**src/rtl/td4_pkg.sv**
```systemverilog
// Shared TD4 constants plus the program-loader and UART receiver state encodings.
package td4_pkg;

  localparam int unsigned TD4_ROM_DEPTH = 16;
  localparam int unsigned TD4_ADDR_W    = 4;
  localparam int unsigned TD4_WORD_W    = 8;
  localparam logic [7:0]  LOADER_HDR    = 8'hA5;

  typedef enum logic [2:0] {
    StIdle,
    StData,
    StCsum,
    StDone,
    StErr
  } loader_state_e;

  typedef enum logic [1:0] {
    RxIdle,
    RxStart,
    RxData,
    RxStop
  } rx_state_e;

endpackage

```
**src/rtl/td4_prog_loader_if.sv**
```systemverilog
// Program-memory write port between the loader (master) and the TD4 core memory (slave).
interface td4_prog_loader_if;

  logic                              prog_we;
  logic [td4_pkg::TD4_ADDR_W-1:0]    prog_addr;
  logic [td4_pkg::TD4_WORD_W-1:0]    prog_data;

  modport master (
    output prog_we,
    output prog_addr,
    output prog_data
  );

  modport slave (
    input prog_we,
    input prog_addr,
    input prog_data
  );

endinterface

```
**src/rtl/uart_rx_byte.sv**
```systemverilog
// UART 8N1 byte receiver: 2-flop synchroniser, mid-bit sampling, valid/framing-error pulses.
module uart_rx_byte
  import td4_pkg::*;
#(
  parameter int unsigned BIT_CYC = 5208
) (
  input  logic       clock,
  input  logic       reset,
  input  logic       uart_rx,
  output logic       rx_valid,
  output logic [7:0] rx_byte,
  output logic       rx_ferr
);

  localparam int unsigned CNT_W = $clog2(BIT_CYC);
  localparam logic [CNT_W-1:0] HalfM1 = CNT_W'(BIT_CYC / 2 - 1);
  localparam logic [CNT_W-1:0] FullM1 = CNT_W'(BIT_CYC - 1);

  logic [1:0]       sync_q;
  logic             prev_q;
  logic             rx_s;
  rx_state_e        state_q, state_d;
  logic [CNT_W-1:0] cnt_q, cnt_d;
  logic [2:0]       bit_q, bit_d;
  logic [7:0]       shift_q, shift_d;
  logic             valid_q, valid_d;
  logic             ferr_q, ferr_d;

  assign rx_s = sync_q[1];

  always_ff @(posedge clock or posedge reset) begin
    if (reset) begin
      sync_q  <= 2'b11;
      prev_q  <= 1'b1;
      state_q <= RxIdle;
      cnt_q   <= '0;
      bit_q   <= '0;
      shift_q <= '0;
      valid_q <= 1'b0;
      ferr_q  <= 1'b0;
    end else begin
      sync_q  <= {sync_q[0], uart_rx};
      prev_q  <= rx_s;
      state_q <= state_d;
      cnt_q   <= cnt_d;
      bit_q   <= bit_d;
      shift_q <= shift_d;
      valid_q <= valid_d;
      ferr_q  <= ferr_d;
    end
  end

  always_comb begin
    state_d = state_q;
    cnt_d   = cnt_q;
    bit_d   = bit_q;
    shift_d = shift_q;
    valid_d = 1'b0;
    ferr_d  = 1'b0;
    unique case (state_q)
      RxIdle: begin
        cnt_d = '0;
        if (prev_q && !rx_s) state_d = RxStart;
      end
      RxStart: begin
        // A start bit that is high again at half-bit was a glitch.
        if (cnt_q == HalfM1) begin
          cnt_d   = '0;
          bit_d   = '0;
          state_d = rx_s ? RxIdle : RxData;
        end else begin
          cnt_d = cnt_q + CNT_W'(1);
        end
      end
      RxData: begin
        if (cnt_q == FullM1) begin
          cnt_d   = '0;
          shift_d = {rx_s, shift_q[7:1]};
          bit_d   = bit_q + 3'd1;
          if (bit_q == 3'd7) state_d = RxStop;
        end else begin
          cnt_d = cnt_q + CNT_W'(1);
        end
      end
      RxStop: begin
        if (cnt_q == FullM1) begin
          cnt_d   = '0;
          state_d = RxIdle;
          valid_d = rx_s;
          ferr_d  = !rx_s;
        end else begin
          cnt_d = cnt_q + CNT_W'(1);
        end
      end
      default: state_d = RxIdle;
    endcase
  end

  assign rx_valid = valid_q;
  assign rx_byte  = shift_q;
  assign rx_ferr  = ferr_q;

endmodule

```
**src/rtl/td4_prog_loader.sv**
```systemverilog
// Loads a checksummed 16-word program image over UART into TD4 program memory.
// The core's reset_n should be driven as ~(reset | cpu_hold).
module td4_prog_loader
  import td4_pkg::*;
#(
  parameter int unsigned CLK_HZ     = 50_000_000,
  parameter int unsigned BAUD       = 9600,
  parameter int unsigned DEPTH      = TD4_ROM_DEPTH,
  parameter int unsigned TIMEOUT_CY = 1_000_000
) (
  input  logic               clock,
  input  logic               reset,
  input  logic               uart_rx,
  td4_prog_loader_if.master  prog,
  output logic               cpu_hold,
  output logic               busy,
  output logic               load_ok,
  output logic               load_err
);

  localparam int unsigned BIT_CYC = CLK_HZ / BAUD;
  localparam int unsigned TO_W    = $clog2(TIMEOUT_CY + 1);
  localparam logic [TD4_ADDR_W-1:0] LastAddr = TD4_ADDR_W'(DEPTH - 1);
  localparam logic [TO_W-1:0]       ToLast   = TO_W'(TIMEOUT_CY - 1);

  logic       rx_valid;
  logic [7:0] rx_byte;
  logic       rx_ferr;

  uart_rx_byte #(
    .BIT_CYC (BIT_CYC)
  ) u_rx (
    .clock    (clock),
    .reset    (reset),
    .uart_rx  (uart_rx),
    .rx_valid (rx_valid),
    .rx_byte  (rx_byte),
    .rx_ferr  (rx_ferr)
  );

  loader_state_e           state_q, state_d;
  logic [TD4_ADDR_W-1:0]   addr_q, addr_d;
  logic [7:0]              sum_q, sum_d;
  logic [TO_W-1:0]         to_q, to_d;
  logic                    we_q, we_d;
  logic [TD4_ADDR_W-1:0]   waddr_q, waddr_d;
  logic [TD4_WORD_W-1:0]   wdata_q, wdata_d;
  logic                    hold_q, hold_d;
  logic                    busy_q, busy_d;
  logic                    ok_q, ok_d;
  logic                    err_q, err_d;
  logic                    timeout;
  logic                    abort;

  always_ff @(posedge clock or posedge reset) begin
    if (reset) begin
      state_q <= StIdle;
      addr_q  <= '0;
      sum_q   <= '0;
      to_q    <= '0;
      we_q    <= 1'b0;
      waddr_q <= '0;
      wdata_q <= '0;
      hold_q  <= 1'b0;
      busy_q  <= 1'b0;
      ok_q    <= 1'b0;
      err_q   <= 1'b0;
    end else begin
      state_q <= state_d;
      addr_q  <= addr_d;
      sum_q   <= sum_d;
      to_q    <= to_d;
      we_q    <= we_d;
      waddr_q <= waddr_d;
      wdata_q <= wdata_d;
      hold_q  <= hold_d;
      busy_q  <= busy_d;
      ok_q    <= ok_d;
      err_q   <= err_d;
    end
  end

  // The TIMEOUT_CY-th consecutive idle clock since the last byte ends the frame.
  assign timeout = (to_q == ToLast) && !rx_valid;
  assign abort   = rx_ferr || timeout;

  always_comb begin
    state_d = state_q;
    addr_d  = addr_q;
    sum_d   = sum_q;
    to_d    = to_q;
    we_d    = 1'b0;
    waddr_d = waddr_q;
    wdata_d = wdata_q;
    hold_d  = hold_q;
    busy_d  = busy_q;
    ok_d    = ok_q;
    err_d   = err_q;
    unique case (state_q)
      StIdle, StErr: begin
        if (rx_valid && rx_byte == LOADER_HDR) begin
          state_d = StData;
          hold_d  = 1'b1;
          busy_d  = 1'b1;
          ok_d    = 1'b0;
          err_d   = 1'b0;
          addr_d  = '0;
          sum_d   = '0;
          to_d    = '0;
        end
      end
      StData: begin
        if (abort) begin
          state_d = StErr;
          busy_d  = 1'b0;
          err_d   = 1'b1;
        end else if (rx_valid) begin
          we_d    = 1'b1;
          waddr_d = addr_q;
          wdata_d = rx_byte;
          sum_d   = sum_q + rx_byte;
          to_d    = '0;
          if (addr_q == LastAddr) state_d = StCsum;
          else                    addr_d  = addr_q + TD4_ADDR_W'(1);
        end else begin
          to_d = to_q + TO_W'(1);
        end
      end
      StCsum: begin
        if (abort) begin
          state_d = StErr;
          busy_d  = 1'b0;
          err_d   = 1'b1;
        end else if (rx_valid) begin
          to_d   = '0;
          busy_d = 1'b0;
          if (rx_byte == sum_q) begin
            state_d = StDone;
            hold_d  = 1'b0;
            ok_d    = 1'b1;
          end else begin
            state_d = StErr;
            err_d   = 1'b1;
          end
        end else begin
          to_d = to_q + TO_W'(1);
        end
      end
      StDone:  state_d = StIdle;
      default: state_d = StIdle;
    endcase
  end

  assign prog.prog_we   = we_q;
  assign prog.prog_addr = waddr_q;
  assign prog.prog_data = wdata_q;
  assign cpu_hold       = hold_q;
  assign busy           = busy_q;
  assign load_ok        = ok_q;
  assign load_err       = err_q;

endmodule

```
**src/flat_wrapper.sv**
```systemverilog
// flat-port wrapper written by rule: the top's interface ports become plain ports
module td4_prog_loader_flat import td4_pkg::*;
#(
  parameter int unsigned CLK_HZ     = 50_000_000,
  parameter int unsigned BAUD       = 9600,
  parameter int unsigned DEPTH      = TD4_ROM_DEPTH,
  parameter int unsigned TIMEOUT_CY = 1_000_000
)
  (clock, reset, uart_rx, cpu_hold, busy, load_ok, load_err, prog_prog_we, prog_prog_addr, prog_prog_data);
  td4_prog_loader_if prog_i ();
  input  logic clock;
  input  logic reset;
  input  logic uart_rx;
  output logic cpu_hold;
  output logic busy;
  output logic load_ok;
  output logic load_err;
  output wire logic [$bits(prog_i.prog_we)-1:0] prog_prog_we;
  output wire logic [$bits(prog_i.prog_addr)-1:0] prog_prog_addr;
  output wire logic [$bits(prog_i.prog_data)-1:0] prog_prog_data;
  assign prog_prog_we = prog_i.prog_we;
  assign prog_prog_addr = prog_i.prog_addr;
  assign prog_prog_data = prog_i.prog_data;
  td4_prog_loader #(.CLK_HZ(CLK_HZ), .BAUD(BAUD), .DEPTH(DEPTH), .TIMEOUT_CY(TIMEOUT_CY)) u_core (.clock(clock), .reset(reset), .uart_rx(uart_rx), .prog(prog_i), .cpu_hold(cpu_hold), .busy(busy), .load_ok(load_ok), .load_err(load_err));
endmodule
```
**config.mk**
```make
export PLATFORM = sky130hd
export DESIGN_NAME = td4_prog_loader_flat
export DESIGN_NICKNAME = d
export VERILOG_FILES = /design/src/rtl/td4_pkg.sv /design/src/rtl/td4_prog_loader_if.sv /design/src/rtl/uart_rx_byte.sv /design/src/rtl/td4_prog_loader.sv /design/src/flat_wrapper.sv
export SDC_FILE = /design/constraint.sdc
export NUM_CORES = 1
export LEC_CHECK = 0
export CAP_MARGIN = 0
export CELL_PAD_IN_SITES_DETAIL_PLACEMENT = 1
export CELL_PAD_IN_SITES_GLOBAL_PLACEMENT = 2
export CORE_ASPECT_RATIO = 2
export CORE_MARGIN = 2
export CORE_UTILIZATION = 25
export CTS_CLUSTER_DIAMETER = 60
export DETAILED_ROUTE_END_ITERATION = 10
export HOLD_SLACK_MARGIN = 0.12
export PLACE_DENSITY = 0.53
export SYNTH_ARGS = -nofsm -noshare
export SYNTH_HDL_FRONTEND = slang
export SYNTH_SLANG_ARGS = --single-unit
```
**constraint.sdc**
```tcl
create_clock -name clock -period 5.5 [get_ports clock]
set_input_delay 0.55 -clock clock [delete_from_list [all_inputs] [get_ports clock]]
set_output_delay 0.55 -clock clock [all_outputs]
set_load 0.05 [all_outputs]
```
# After elaboration in Yosys (flattened, before gate mapping)

Cells that the tools add are included.

Add/sub/neg operators: 5
Multiply operators: 0
Div/mod/pow operators: 0
Order comparisons: 0
Equal/unequal tests: 31
Shift-type cells: 0
Mux-type cells: 60
Bitwise operators: 1
Reduce and logical (&&, ||, !) cells: 27

Operators with widths:

| kind                                                                    | count |
|---|---|
| 20-bit 2-to-1 mux                                                       | 3 |
| 20-bit case mux with 2 select lines                                     | 1 |
| 13-bit case mux with 3 select lines                                     | 1 |
| 3-bit 2-to-1 mux                                                        | 9 |
| 13-bit 2-to-1 mux                                                       | 2 |
| 8-bit 2-to-1 mux                                                        | 3 |
| 1-bit 2-to-1 mux                                                        | 22 |
| 2-bit != test, second input constant                                    | 11 |
| 20-bit by 1-bit adder with 20-bit output, second input constant         | 1 |
| 20-bit equality test, second input constant                             | 1 |
| 5-bit AND reduction                                                     | 4 |
| 4-bit 2-to-1 mux                                                        | 4 |
| 8-bit case mux with 2 select lines                                      | 1 |
| 13-bit by 1-bit adder with 13-bit output, second input constant         | 1 |
| 13-bit by 12-bit equality test with 1-bit output, second input constant | 1 |
| 13-bit equality test, second input constant                             | 1 |
| 2-bit 2-to-1 mux                                                        | 6 |
| 4-bit AND reduction                                                     | 3 |
| 3-bit by 2-bit != test with 1-bit output, second input constant         | 3 |
| 3-bit case mux with 3 select lines                                      | 1 |
| 3-bit AND reduction                                                     | 3 |
| 8-bit adder                                                             | 1 |
| 8-bit equality test                                                     | 1 |
| 8-bit equality test, second input constant                              | 1 |
| other kinds (25)                                                        | 39 |

Register bits: 83
Latch bits: 0
RAM bits: 0
ROM bits: 0
Bits of input ports: 3
Output and inout bits: 17
Word-level logic and storage cells: 143
Memories: 0

# Depth between registers and ports, before layout

Depth in word-level cells: 5
Mapped depth: 9
Mapped depth without buffers: 8

# Modules after synthesis

Synthesis repeated with hierarchy kept, for this count alone.

Cells, all modules: 443
Area, all modules: 4355.4 um^2

Modules (own cells, without submodules):

| module          | times used | cells each | area an instance (um^2) | seq. area each (um^2) |
|---|---|---|---|---|
| td4_prog_loader | 1          | 316        | 2865.2                  | 1301.2 |
| uart_rx_byte    | 1          | 127        | 1490.2                  | 779.5 |

# Worst setup path after synthesis

Ideal clock, no wire load.

Path kind: reg-to-reg
From: register u_core.to_q[0]
To: register u_core.waddr_q[0], in the netlist u_core.prog.prog_addr[0]
Setup time: 125 ps
Arrival time: 1938 ps
Data required time: 5375 ps
Setup slack: 3438 ps
Cell stages (with the launch flop): 9
Buffers on the path: 2
Clock period less this slack: 2062 ps
Cells stage by stage: dfrtp_1 -> ha_1 -> nand2_1 -> nor3_2 -> a21o_2 -> buf_2 -> nor2_1 -> buf_4 -> mux2_2

Word-level cells in the longest chain between the ends: 5

Ends and longest elaborated chain:

| item                          | RTL line              | RTL |
|---|---|---|
| from (decl)                   | td4_prog_loader.sv:44 | `logic [TO_W-1:0] to_q, to_d;` |
| from (signal assigned)        | td4_prog_loader.sv:72 | `to_q <= to_d;` |
| 20-bit equality test          | td4_prog_loader.sv:84 | `assign timeout = (to_q == ToLast) && !rx_valid;` |
| 1-bit logical AND             | td4_prog_loader.sv:84 |  |
| 1-bit logical OR              | td4_prog_loader.sv:85 | `assign abort = rx_ferr \|\| timeout;` |
| 1-bit NOT (no line)           | --                    |  |
| 3-bit AND reduction (no line) | --                    |  |
| to (signal assigned)          | td4_prog_loader.sv:74 | `waddr_q <= waddr_d;` |
| to (decl)                     | td4_prog_loader.sv:46 | `logic [TD4_ADDR_W-1:0] waddr_q, waddr_d;` |

No other way between the ends.
A chain may end at the register's enable or synchronous reset.

# Final worst setup path

From: register u_core.to_q[15]
To: register u_core.to_q[17]

Word-level cells in the longest chain between the ends: 5
Elaborated cells between the ends (all ways): 9
Those cells by class: 1 x add/sub; 2 x eq/ne; 3 x mux; 3 x reduce/logical

Ends and longest elaborated chain:

| item |
|---|
| branches (longest 5 deep; another with 20-bit by 1-bit adder with 20-bit output) |

Several ways; the timed one is not identified. The select of a mux whose other input is x is not followed.

==> impl_results.md <==
- Status: finished clean
- DR vias/cell: between 5 and 6
- Nets@finish: 442
- Die ar.: roughly 18,000 um2
- CP max FO: 11
- IO Count: 20
- Share of Yosys cell area claimed by the top area cell type: roughly 47%
- Vias: 3,193
- Post-synthesis mux area share: 5.78%
- Post-CTS Setup Inserts: 0
- Worst hold path class: flop to flop
- First-pass GRT wire length: 19,500 um
- Cts repair resizes: 0
- TritonRoute pass-1 iters: 4
- Setup crit end kind: flop
- Drt wl/cell: 18.6 um
- Core ar.: roughly 17,000 um2
- Launch point of the worst reg-to-reg path: u_core.to_q[15]
- Clock Tree Buf Depth: 2
- Hold Crit Start: u_core.u_rx.sync_q[0]
- Inserted Diodes: 0
- Mapped Avg Cell Area: 10.4 um2
- GRT Util Overall: 14.5%
- Remaining DRCs: 0
- Simple-gate share of the synthesized area: 19.3%
- Count leader, synth: dfrtp_1
- Seq/Total Area, Yosys: around half
- Row cnt: 67
- Share of cells above drive strength 1: 12.5%
- Gr ovfl total: 0
- Cells after Synth: 410
- Vias in the first global route: 3,521
- Initial drt markers: 92
- Largest net degree at the start of global routing: 45
- Critical Path Source Type: flop
- Post-route ant nets: 0
- Clock Latency Late Sink: 0.35 ns
- Clk_skew: between 0.01 and 0.015 ns
- Synth area leader: dfrtp_1
- Die H: ~190 um
- Post-synth EDFFs: 0
- Total power per unit cell area: between 200 and 300 nW/um2
- Hold worst-path end: u_core.u_rx.sync_q[1]
- Slack of the critical path: 2.77 ns
- Cts bufs inserted: 9
- Synth area leaders: dfrtp_1 47%, mux2_2 5.3%, nand3_1 3.7%
- Worst Path Required: between 5 and 6 ns
- Unrepaired setup endpoints after global routing: false
- LEAKAGE: 2.15 nW
- Worst relative slew slack: between 20 and 30%
- Max VDD drop: 0.134 mV
- R2r endpoint: u_core.to_q[17]
- Xor/xnor share of the synthesized area: 5.36%
- Max-cap violation count: 0
- Clock sink count: 83
- R2r setup slk: 2.77 ns
- Top FF cell, synth: dfrtp_1
- Synth Area in Compound Gates: 13.2%
- Mapped cell area: 4250 um2
- Initial antenna violation count: 0
- H-tree depth: 3
- Final Hold Fails: 0
- Syn Nets: 426
- Initial core utilization: approximately a quarter
- Netlist cell types: 65
- Tmin final: roughly 2.7 ns
- Least-Margin Pin Slew: 1.12 ns
- Reg clk slew, reported paths: 0.07 ns
- CTS root buffer: clkbuf_16
- Worst reg2reg path depth: 5
- Post-CTS Hold Fix Bufs: 0
- #FFs+latches synth: 83
- Worst slack, placed: 2.74 ns
- YS warnings: 0
- Final HPWL DP: 8820 um
- Hold path cells: 0
- Commonest cells in the netlist: 80 x dfrtp_1, 35 x nor2_1, 32 x nand2_1, 31 x nand3_1, 22 x o21ai_0
- Adder-Cell Fraction of Synth Area: 4.01%
- Final wirelength: 11,900 um
- GP Congestion: 0.748
- Final Slew Violations: 0
- Crit share post-route: 49.6%
- Final setup violation count: 0
- Width of the die: 96.1 um
- Worst Path Arrival: roughly 2.9 ns
- CTS tree: done
- Area Growth Syn to Fin: 16.9%
- Highest Clock Rate: roughly 370 MHz
- TNS Setup: 0 ns
- Port bufs: 19
- Largest family of logic cells by synthesized area: simple AND/OR/NAND/NOR gates
- Asr flop ratio synth: 100%
- Fillers: 1,853
- Crit path kind: flop to flop
==> power breakdown <==
part | leakage, nW | total [mW] | internal (mW) | switching, mW
combinational | 0.843 | 0.0707 | 0.0309 | 0.0398
sequential | 1.13 | 0.674 | 0.638 | 0.0361
clock | 0.173 | 0.722 | 0.457 | 0.265
==> registers in the layout, indices dropped and copies added, names as in the netlist, 2 cells and up, named ones only <==
signal                 cells
u_core.u_rx.bit_q          3
u_core.u_rx.rx_byte        8
u_core.addr_q              4
u_core.sum_q               8
u_core.u_rx.sync_q         2
u_core.state_q             3
u_core.u_rx.cnt_q         13
u_core.prog.prog_addr      4
u_core.to_q               20
u_core.prog.prog_data      8
==> worst max path at each step <==
stage                      endpoint       startpoint  cells past startpoint
global route        u_core.to_q[15]   u_core.to_q[0]                      7
finish              u_core.to_q[17]  u_core.to_q[15]                      5
CTS                 u_core.to_q[17]  u_core.to_q[15]                      5
detailed placement  u_core.to_q[10]   u_core.to_q[0]                      6
global placement     u_core.to_q[5]  u_core.to_q[15]                      5
floorplan                 async pin            reset                      1
==> routing by layer <==
layer  GRT usage [%]  share of wire, %  vias up  wire length (um)
li1                -                 -     1513                 -
met1            14.6                36     1639              4280
met2            27.6                60       25              7070
met3            2.60               1.6       16               193
met4            6.15               2.8        0               329
met5               0                 0        -                 0
==> metrics by stage <==
step / std cells / hold slack (ns) / utilization [%] / power, mW / cell area, um2
after global routing: 638 / 0.361 / 29.8 / 1.53 / 4960
after detailed placement: 622 / 0.348 / 27.6 / 0.758 / 4610
after floorplan: 410 / 0.345 / - / 0.734 / 4250
after global placement: 622 / 0.347 / 27.6 / 0.755 / 4610
after CTS: 638 / 0.358 / 29.8 / 1.50 / 4960
final: 638 / 0.358 / 29.8 / 1.47 / 4960
==> critical path, stage by stage, from the launching register on <==
cell and delay [ns]:
dfrtp_1 0.45, and4b_1 0.25, and4_4 0.21, a2111o_1 0.58
o2bb2ai_1 0.90, nor2_1 0.16
==> area by class of cell <==
type	count	area (um2)	area share [%]
sequential	83	2080	41.9
inverter	11	42.5	0.857
clock inverter	6	113	2.27
clock buffer	10	239	4.81
multi-input combinational	300	2020	40.8
timing repair buffer	21	205	4.13
tap	207	259	5.22
==> placed cells by master (no fill, tap or decap), types with 3 or more instances in the layout <==
cell              n
dfrtp_1          80
nor2_1           34
nand2_1          32
nand3_1          31
o21ai_0          22
mux2_2           20
clkdlybuf4s50_1  19
a21oi_1          18
xnor2_1          16
nor3_1           12
ha_1             12
inv_1            10
xor2_1           10
clkbuf_16         9
a22o_1            7
and3_1            6
a31oi_1           5
o21a_1            5
or3_1             5
nand2b_1          4
nor4_1            4
nand4_1           4
nor4b_1           3
nor2_2            3
or4_1             3
a211oi_1          3
bufinv_16         3
dfstp_2           3
==> cells by family (layout without fill, tap and decap cells) <==
family | Yosys count | count (layout)
fa+ha+maj | 13 | 13
mux | 22 | 22
xor+xnor | 26 | 26
flops | 83 | 83
simple gates | 157 | 157
buf+inv | 27 | 48
compound gates | 82 | 82
Note: power is estimated with default switching activity, not from simulation.
